===== src/rtl/ctrl_pkg.sv =====
// Shared types and encodings for the multi-cycle controller:
// FSM states, opcode classes, opcodes and ALU operation codes.
package ctrl_pkg;

    typedef enum logic [2:0] {
        S_FETCH  = 3'd0,
        S_DECODE = 3'd1,
        S_EXEC   = 3'd2,
        S_MEM    = 3'd3,
        S_WB     = 3'd4,
        S_HALT   = 3'd5
    } state_t;

    typedef enum logic [2:0] {
        CLS_ALU = 3'd0,
        CLS_LDI = 3'd1,
        CLS_MEM = 3'd2,
        CLS_BR  = 3'd3,
        CLS_JMP = 3'd4
    } cls_t;

    localparam logic [2:0] OP_LDI = 3'b000;
    localparam logic [2:0] OP_ADD = 3'b001;
    localparam logic [2:0] OP_SUB = 3'b010;
    localparam logic [2:0] OP_AND = 3'b011;
    localparam logic [2:0] OP_LW  = 3'b100;
    localparam logic [2:0] OP_SW  = 3'b101;
    localparam logic [2:0] OP_BEQ = 3'b110;
    localparam logic [2:0] OP_JMP = 3'b111;

    localparam logic [3:0] ALU_ADD = 4'b0010;
    localparam logic [3:0] ALU_SUB = 4'b0110;
    localparam logic [3:0] ALU_AND = 4'b0000;

endpackage


===== src/rtl/op_decode.sv =====
// Combinational opcode classifier: legality, class, ALU code, store flag.
// LDI routes its immediate through the ALU as an add.
module op_decode
    import ctrl_pkg::*;
#(
    parameter int OPCODE_W = 3,
    parameter int ALUOP_W  = 4
) (
    input  logic [OPCODE_W-1:0] opcode,
    output logic                legal,
    output logic [2:0]          cls,
    output logic [ALUOP_W-1:0]  alu_op,
    output logic                is_store
);

    logic [2:0] lo;
    logic [3:0] code;

    assign lo = opcode[2:0];

    always_comb begin
        legal    = (opcode >> 3) == '0;
        cls      = CLS_ALU;
        code     = ALU_ADD;
        is_store = 1'b0;
        unique case (lo)
            OP_LDI: begin cls = CLS_LDI; code = ALU_ADD; end
            OP_ADD: begin cls = CLS_ALU; code = ALU_ADD; end
            OP_SUB: begin cls = CLS_ALU; code = ALU_SUB; end
            OP_AND: begin cls = CLS_ALU; code = ALU_AND; end
            OP_LW:  begin cls = CLS_MEM; code = ALU_ADD; end
            OP_SW: begin
                cls      = CLS_MEM;
                code     = ALU_ADD;
                is_store = 1'b1;
            end
            OP_BEQ: begin cls = CLS_BR;  code = ALU_SUB; end
            OP_JMP: begin cls = CLS_JMP; code = ALU_ADD; end
            default: ;
        endcase
        alu_op = ALUOP_W'(code);
    end

endmodule


===== src/rtl/multicycle_control.sv =====
// Multi-cycle control FSM: FETCH/DECODE/EXEC/MEM/WB with a HALT trap
// for illegal opcodes and a req/ack handshake to shared memory.
module multicycle_control
    import ctrl_pkg::*;
#(
    parameter int OPCODE_W = 3,
    parameter int ALUOP_W  = 4
) (
    input  logic                clk,
    input  logic                rst,
    input  logic [OPCODE_W-1:0] opcode,
    input  logic                zero,
    input  logic                mem_ack,
    output logic                mem_req,
    output logic                mem_we,
    output logic                ir_load,
    output logic                pc_write,
    output logic                jump_pc,
    output logic [ALUOP_W-1:0]  alu_op,
    output logic                reg_write,
    output logic                imm_load,
    output logic                mem_to_reg,
    output logic                retire,
    output logic                illegal,
    output logic [2:0]          state_o
);

    state_t                state;
    logic [OPCODE_W-1:0]   op_q;
    logic                  dec_legal;
    logic [2:0]            dec_cls;
    logic [ALUOP_W-1:0]    dec_alu;
    logic                  dec_store;
    logic                  op_ok;

    op_decode #(
        .OPCODE_W(OPCODE_W),
        .ALUOP_W (ALUOP_W)
    ) u_dec (
        .opcode  (op_q),
        .legal   (dec_legal),
        .cls     (dec_cls),
        .alu_op  (dec_alu),
        .is_store(dec_store)
    );

    // The branch to HALT is taken on the live opcode, before op_q settles.
    assign op_ok = (opcode >> 3) == '0;

    always_ff @(posedge clk) begin
        if (!rst) begin
            state <= S_FETCH;
            op_q  <= '0;
        end else begin
            unique case (state)
                S_FETCH: if (mem_ack) state <= S_DECODE;
                S_DECODE: begin
                    op_q  <= opcode;
                    state <= op_ok ? S_EXEC : S_HALT;
                end
                S_EXEC: begin
                    case (dec_cls)
                        CLS_MEM:         state <= S_MEM;
                        CLS_BR, CLS_JMP: state <= S_FETCH;
                        default:         state <= S_WB;
                    endcase
                end
                S_MEM: begin
                    if (mem_ack)
                        state <= dec_store ? S_FETCH : S_WB;
                end
                S_WB:   state <= S_FETCH;
                S_HALT: state <= S_HALT;
                default: state <= S_FETCH;
            endcase
        end
    end

    always_comb begin
        mem_req    = 1'b0;
        mem_we     = 1'b0;
        ir_load    = 1'b0;
        pc_write   = 1'b0;
        jump_pc    = 1'b0;
        alu_op     = '0;
        reg_write  = 1'b0;
        imm_load   = 1'b0;
        mem_to_reg = 1'b0;
        retire     = 1'b0;
        illegal    = 1'b0;
        state_o    = '0;
        if (rst) begin
            state_o = state;
            unique case (state)
                S_FETCH: begin
                    mem_req  = 1'b1;
                    ir_load  = mem_ack;
                    pc_write = mem_ack;
                end
                S_DECODE: ;
                S_EXEC: begin
                    alu_op = dec_alu;
                    case (dec_cls)
                        CLS_BR: begin
                            pc_write = zero;
                            jump_pc  = zero;
                            retire   = 1'b1;
                        end
                        CLS_JMP: begin
                            pc_write = 1'b1;
                            jump_pc  = 1'b1;
                            retire   = 1'b1;
                        end
                        default: ;
                    endcase
                end
                S_MEM: begin
                    mem_req = 1'b1;
                    mem_we  = dec_store;
                    alu_op  = ALUOP_W'(ALU_ADD);
                    retire  = mem_ack && dec_store;
                end
                S_WB: begin
                    reg_write  = 1'b1;
                    imm_load   = dec_cls == CLS_LDI;
                    mem_to_reg = dec_cls == CLS_MEM;
                    retire     = 1'b1;
                end
                // op_q keeps the offending opcode, so the flag is sticky.
                S_HALT: illegal = !dec_legal;
                default: ;
            endcase
        end
    end

endmodule


===== config.mk =====
export PLATFORM = sky130hd
export DESIGN_NAME = multicycle_control
export DESIGN_NICKNAME = d
export VERILOG_FILES = /design/src/rtl/ctrl_pkg.sv /design/src/rtl/op_decode.sv /design/src/rtl/multicycle_control.sv
export SDC_FILE = /design/constraint.sdc
export NUM_CORES = 1
export LEC_CHECK = 0
export BUFFER_PORTS_ARGS = -buffer_cell sky130_fd_sc_hd__buf_4
export CORE_AREA = 5 5 42 44
export CTS_CLUSTER_DIAMETER = 50
export DETAILED_ROUTE_END_ITERATION = 7
export DIE_AREA = 0 0 47 49
export PLACE_DENSITY = 0.72
export SYNTH_ARGS = -nofsm -noshare
export SYNTH_HDL_FRONTEND = slang
export SYNTH_SLANG_ARGS = --single-unit

===== constraint.sdc =====
create_clock -name clk -period 2.1 [get_ports clk]
set_input_delay 0.21 -clock clk [delete_from_list [all_inputs] [get_ports clk]]
set_output_delay 0.21 -clock clk [all_outputs]
set_load 0.02 [all_outputs]

* Word level (Yosys, flattened, before mapping)
Index checks and enable logic that the tools add are counted.
** Storage, ports and cells
- Input bits :: 7
- Logic and storage cells :: 61
- Bits in registers :: 6
- Output and inout bits :: 17
** Cells by class
- Equal/unequal tests :: 18
- Multiplexer cells :: 31
- Reductions and logical operators :: 10
** Operators by type and width (number)
- case mux 3 bit (5 select lines) :: 2
- == test 3 bit, second input constant :: 7
- == test 3 x 2 -> 1 bit, second input constant :: 6
- two-way mux 1 bit :: 18
- two-way mux 3 bit :: 4
- case mux 4 bit (3 select lines) :: 1
- == test 3 x 1 -> 1 bit, second input constant :: 3
- case mux 4 bit (2 select lines) :: 1
- OR reduction 2 bit :: 4
- zero test 3 bit :: 2
- case mux 3 bit (2 select lines) :: 1
- OR reduction 5 bit :: 1
- two-way mux 4 bit :: 1
- != test 2 bit, second input constant :: 2
- case mux 1 bit (2 select lines) :: 2
- case mux 1 bit (3 select lines) :: 1
- OR reduction 3 bit :: 1
- AND reduction 2 bit :: 1
- logical AND 1 bit :: 1

* Logic depth before layout (Yosys ltp)
Gate-level depths: netlist of run 1.
- Depth in word-level cells :: 8
- Gate-level depth with buffers :: 5
- Depth with buffers taken out :: 4

* Modules after synthesis
Synthesis of run 1 repeated with hierarchy kept, for this count alone.
** Second synthesis, totals
- Cell total of the unflattened synthesis :: 83
- Area, all modules :: 574.3 µm²
** By module, submodules not included
- multicycle_control :: seq. area each 120.1 µm², area an instance 495.5 µm², cells each 70, instances 1
- op_decode :: seq. area each 0.0 µm², area an instance 78.8 µm², cells each 13, instances 1

* Worst setup path before layout of run 1
Ideal clock, no wire load.
- Path type :: register -> output
- From :: register state[2]
- To :: output port imm_load
- Data required time :: 1890 ps
- Buffers on the path :: 1
- Path slack :: 573 ps
- Arrival time :: 1317 ps
- Cell stages (with the launch flop) :: 5
- Cell sequence :: dfxtp_1 -> buf_4 -> and2_4 -> nand2_2 -> nor4_1
** On the way
- Cells in the longest elaborated chain, start to end :: 3
** RTL lines
- start, declared :: RTL line multicycle_control.sv:28 : state_t state;
- start signal, assigned :: RTL line multicycle_control.sv:59 : state <= op_ok ? S_EXEC : S_HALT;
- start signal, assigned :: RTL line multicycle_control.sv:70 : state <= dec_store ? S_FETCH : S_WB;
- == test 3 bit :: RTL line multicycle_control.sv:94 : unique case (state)
- two-way mux 1 bit :: RTL line multicycle_control.sv:94
- two-way mux 1 bit :: RTL line multicycle_control.sv:92 : if (rst) begin
- end, declared :: RTL line multicycle_control.sv:21 : output logic imm_load,
No other way between the ends.

* Final worst setup path of run 1
- From :: register state[0]
- To :: output port retire
** On the way
- Cells in the longest elaborated chain, start to end :: 3
- Elaborated cells on any way between the ends :: 5
- Classes of those cells :: eq/ne (3); mux (2)
** RTL lines
- == test 3 bit or == test 3 x 2 -> 1 bit (tied branches) :: RTL line multicycle_control.sv:94
- case mux 1 bit (3 select lines) * :: RTL line multicycle_control.sv:94
- two-way mux 1 bit * :: RTL line multicycle_control.sv:92
- end, declared :: RTL line multicycle_control.sv:23 : output logic retire,
Every way passes the cells marked *; elsewhere a longest branch is shown, timed or not.

==> results.toml, run 1 <==
[cts]
cts-root-to-sink-buffers = 2
cts.htree.levels = 1
cts_buffers = 3
post_cts.resized_instances = 0
cts.sinks = 6
holdBufCountCts = 0
clkSlewWorstSetupHoldPaths_ns = 0.05
clock-root-buffer = "clkbuf_4"
clk_latency_ns = 0.25
cts_tree = "built"
total_setup_buffers_inserted_after_cts = 0

[grt]
initial_antenna_violation_count = 0
first_global_vias = 442
grt_use_total_pct = 10.7
total_global_routing_overflow = 0
pin_count_of_the_biggest_net_entering_global_routing = 15
grt_first_pass_wirelength_mm = 1.79

[synthesis]
synth_enable_flop_cells = 0
yosys-top-cells-area = "dfxtp_1, mux2i_1, nor2b_1"
synth-seq-cells = 6
synth_top_area_share_pct = 22.4
share_of_synthesized_area_occupied_by_flip_flops_and_latches_pct = 22.4
ys_async_sr_fraction_pct = 0
synth.largest_area_cell = "dfxtp_1"
mappedNetlistArea_um2 = 537
ys_dominant_reg_cell = "dfxtp_1"
ys_top_cells_by_count = "dfxtp_1, mux2i_1, nor2_1, nor2b_1"
yosys_warning_count = 0
synthDistinctLibCells = 33
synth.most_common_cell = "dfxtp_1"
postSynthCellCount = 63
avgSynthCellArea_um2 = 8.52

[worst_setup_path]
worstSetupStartpointType = "flop"
critPathRequiredTime_ns = 1.89
worst-path-buf-inv = 2
cp_max_delay_cell = "dfxtp_1"
max_stage_delay_ns = 0.60
timing.critical_path.cells = "nor2_1 -> nand2_2 -> inv_2 -> a211o_1 -> buf_4"
criticalPathCategory = "flop to primary output"
worstPathMaxFanout = 14
critPathCaptureType = "primary output"
crit_family = "flip-flops"
critical_path_arrival_ns = 1.56

[sta]
finalSetupViolations = 0
finalHoldViolations = 0
max_freq_mhz = 566
grt_setup_unrepaired = "no"
timing.final.max_slew_violations = 0
min_period_over_period_pct = 84.1
finalSetupTns_ns = 0
clock-skew-final_ns = 0.000542
period_minus_slack_ns = 1.77

[route]
first_iter_violations = 4
route.antenna.remaining_nets = 0
num_vias = 490
route.detailed.vias_per_inst = 5.05
routed_wl_mm = 1.20
drc_errors = 0
detailedRoute.firstPassIterationCount = 4
avgRoutedWirePerCell_um = 12.4

[final_layout]
antenna_cells = 0
area_delta_synth_final_pct = 26.6
nNetsFinal = 90
final_layout_size_suffix_gt1_share_pct = 39.5
post-route-cell-area_um2 = 679

[placed_design]
placed_area_um2 = 657
port_buffers = 20
hpwlAfterDp_um = 862
finalWeightedCongestion = 0.817

[floorplanning]
boundaryPins = 24
initial_core_util_pct = 38.3
die_h_um = 49
fp.dieW_um = 47
dieArea_um2 = 2300
fp-row-count = 14
core_area_um2 = 1400

[power_and_ir_drop]
power_leakage_nw = 0.331
pwr_density_cell_nw_per_um2 = 500
peakVddDrop_mv = 0.215

[flow_run]
cap_viol_max_count = 0

[min_path]
class_of_the_most_critical_hold_timing_path = "input port to flop"

[status]
outcome = "finished, final reports clean"
==> layer usage <==
| metal | wire length, um | vias to the layer above | track usage, % |
|---|---|---|---|
| met3 | 97 | 4 | 1.48 |
| met4 | 29 | 0 | 9.68 |
| met5 | 0 | - | 0 |
| li1 | - | 245 | - |
| met2 | 514 | 22 | 13.8 |
| met1 | 559 | 219 | 14.6 |
==> stage by stage <==
stage	power, mW	hold slack, ns	util (%)	std cells	worst slack, ns
2_1_floorplan	0.207	0.328	-	65	0.573
3_3_place_gp	0.229	0.455	46.9	94	0.627
3_5_place_dp	0.230	0.458	46.9	94	0.611
4_1_cts	0.345	0.189	48.5	97	0.335
5_1_grt	0.359	0.193	48.5	97	0.226
6_report	0.340	0.199	48.5	97	0.334
==> sequential cells by signal, summed over array words and instances (netlist names) <==
| register | count |
|---|---|
| op_q | 3 |
| state | 3 |
==> cells by family after synthesis <==
kind of cell	after synthesis	share of synthesized area (%)
buffers and inverters	12	14.2
other	1	0.699
xor gates and xnor gates	1	1.63
AOI/OAI and AO/OA	9	12.4
DFF	6	22.4
and+or+nand+nor	29	39.4
muxes	5	9.32
==> final cells by class <==
cell class,count,area [um^2]
Timing Repair Buffer,20,150
Tap cell,16,20.0
Clock buffer,3,22.5
Inverter,5,18.8
Multi-Input combinational cell,47,348
Sequential cell,6,120
Fill cell,151,722
==> path summary, 6_finish.rpt <==
| kind | to | cells after the start | startpoint | slack, ns |
|---|---|---|---|---|
| min reg2reg | op_q[1] | 2 | op_q[1] | 0.60 |
| min | state[1] | 2 | mem_ack | 0.20 |
| max reg2reg | op_q[0] | 3 | state[0] | 0.74 |
| max | retire | 5 | state[0] | 0.33 |
==> power by group <==
part	leakage [nW]	total (mW)	switching [mW]	internal (mW)
clock network	0.0138	0.111	0.0464	0.0650
registers	0.0490	0.139	0.0183	0.121
logic	0.268	0.0888	0.0460	0.0428
total	0.331	0.340	0.111	0.229
==> cell usage in the layout, fill, tap and decap left out, types with 2 or more instances in the layout <==
cell / instances
mux2i_1: 5
conb_1: 3
clkbuf_4: 3
inv_1: 4
nand2_1: 2
nor2b_1: 5
nand2b_1: 3
dfxtp_1: 6
nor2_1: 5
buf_4: 20
a31oi_1: 2
nor4_1: 3
(Power assumes the default switching activity.)
==> inputs of run 2 (changes only) <==
Clock period 2.1 ns to 1.84 ns, I/O delays scaled along.
==> results.toml, run 2 (synthesis results as in run 1) <==
[status]
outcome = "finished, final reports clean"

[route]
route.detailed.vias_per_inst = 5.11
routed_wl_mm = 1.22
num_vias = 496
avgRoutedWirePerCell_um = 12.6
drc_errors = 0
route.antenna.remaining_nets = 0
first_iter_violations = 5
detailedRoute.firstPassIterationCount = 4

[floorplanning]
dieArea_um2 = 2300
core_area_um2 = 1400
initial_core_util_pct = 38.3
boundaryPins = 24
fp.dieW_um = 47
fp-row-count = 14
die_h_um = 49

[cts]
clkSlewWorstSetupHoldPaths_ns = 0.05
clk_latency_ns = 0.25
cts_buffers = 3
total_setup_buffers_inserted_after_cts = 0
clock-root-buffer = "clkbuf_4"
cts-root-to-sink-buffers = 2
cts.htree.levels = 1
cts.sinks = 6
holdBufCountCts = 0
cts_tree = "built"
post_cts.resized_instances = 0

[worst_setup_path]
worstPathMaxFanout = 8
worstSetupStartpointType = "flop"
critPathCaptureType = "primary output"
critical_path_arrival_ns = 1.52
cp_max_delay_cell = "dfxtp_1"
max_stage_delay_ns = 0.52
worst-path-buf-inv = 1
crit_family = "flip-flops"
timing.critical_path.cells = "nand3b_4 -> nor3_4 -> a211o_1 -> buf_4"
criticalPathCategory = "flop to primary output"
critPathRequiredTime_ns = 1.66

[sta]
min_period_over_period_pct = 92.7
grt_setup_unrepaired = "no"
worst_hold_slack_ns = 0.166
period_minus_slack_ns = 1.71
timing.final.max_slew_violations = 0
finalSetupViolations = 0
finalSetupTns_ns = 0
max_freq_mhz = 586
finalHoldViolations = 0
clock-skew-final_ns = 0.000715

[power_and_ir_drop]
power_leakage_nw = 0.331
peakVddDrop_mv = 0.245
pwr_density_cell_nw_per_um2 = 569
report.power.total_mw = 0.388

[grt]
initial_antenna_violation_count = 0
grt_use_total_pct = 10.7
first_global_vias = 442
total_global_routing_overflow = 0
pin_count_of_the_biggest_net_entering_global_routing = 15
grt_first_pass_wirelength_mm = 1.79

[final_layout]
area_delta_synth_final_pct = 27.0
top_registers = "op_q (3), state (3)"
final_cell_count_no_fill = 97
most-common-layout-cells = "buf_4, nor2b_1, nor2_1, mux2i_1"
most_frequent_standard_cell_in_the_layout_excluding_fill_and_tap_cells = "buf_4"
filler_cell_count = 154
post-route-cell-area_um2 = 682
final_layout_size_suffix_gt1_share_pct = 42.0
antenna_cells = 0
nNetsFinal = 90

[placed_design]
finalWeightedCongestion = 0.817
hpwlAfterDp_um = 862
post-place-cells = 94
placed_area_um2 = 657
port_buffers = 20

[flow_run]
cap_viol_max_count = 0

[min_path]
class_of_the_most_critical_hold_timing_path = "input port to flop"
## run 2: cell count changes in the layout (fill, tap and decap cells not counted)
cell,previous run,this run
dfxtp_1,6,4
dfxtp_2,0,2
## run 2: routing by layer
layer	share of wire [%]	GRT usage (%)	vias to the layer above
met2	44	13.8	23
met5	0	0	-
met1	45	14.6	220
li1	-	-	248
met4	2.5	9.68	0
met3	8.2	1.48	5
## run 2: area by class of cell
type,count,area (um^2),share of cell area (%)
Multi-Input combinational cell,47,348,51.0
Timing Repair Buffer,20,150,22.0
Sequential cell,6,123,18.0
Clock buffer,3,22.5,3.30
Tap cell,16,20.0,2.94
Inverter,5,18.8,2.75
## run 2: final timing paths
kind                            startpoint        to  slack (ns)  depth (start not counted)
worst min register to register     op_q[1]   op_q[1]        0.60                          2
worst max register to register    state[0]   op_q[0]        0.65                          3
worst max-delay path              state[2]    retire        0.13                          4
worst min-delay path               mem_ack  state[1]        0.17                          2
## run 2: stage by stage
stage                     setup WS [ns]  utilization, %
after floorplan                   0.339               -
after global placement            0.393            46.9
after detailed placement          0.377            46.9
after CTS                         0.101            48.5
after global routing             0.0618            48.7
final                             0.133            48.7
## run 2: where the power goes
part / internal [mW] / switching [mW]
Clock: 0.0741 / 0.0526
Sequential: 0.139 / 0.0210
Combinational: 0.0488 / 0.0525
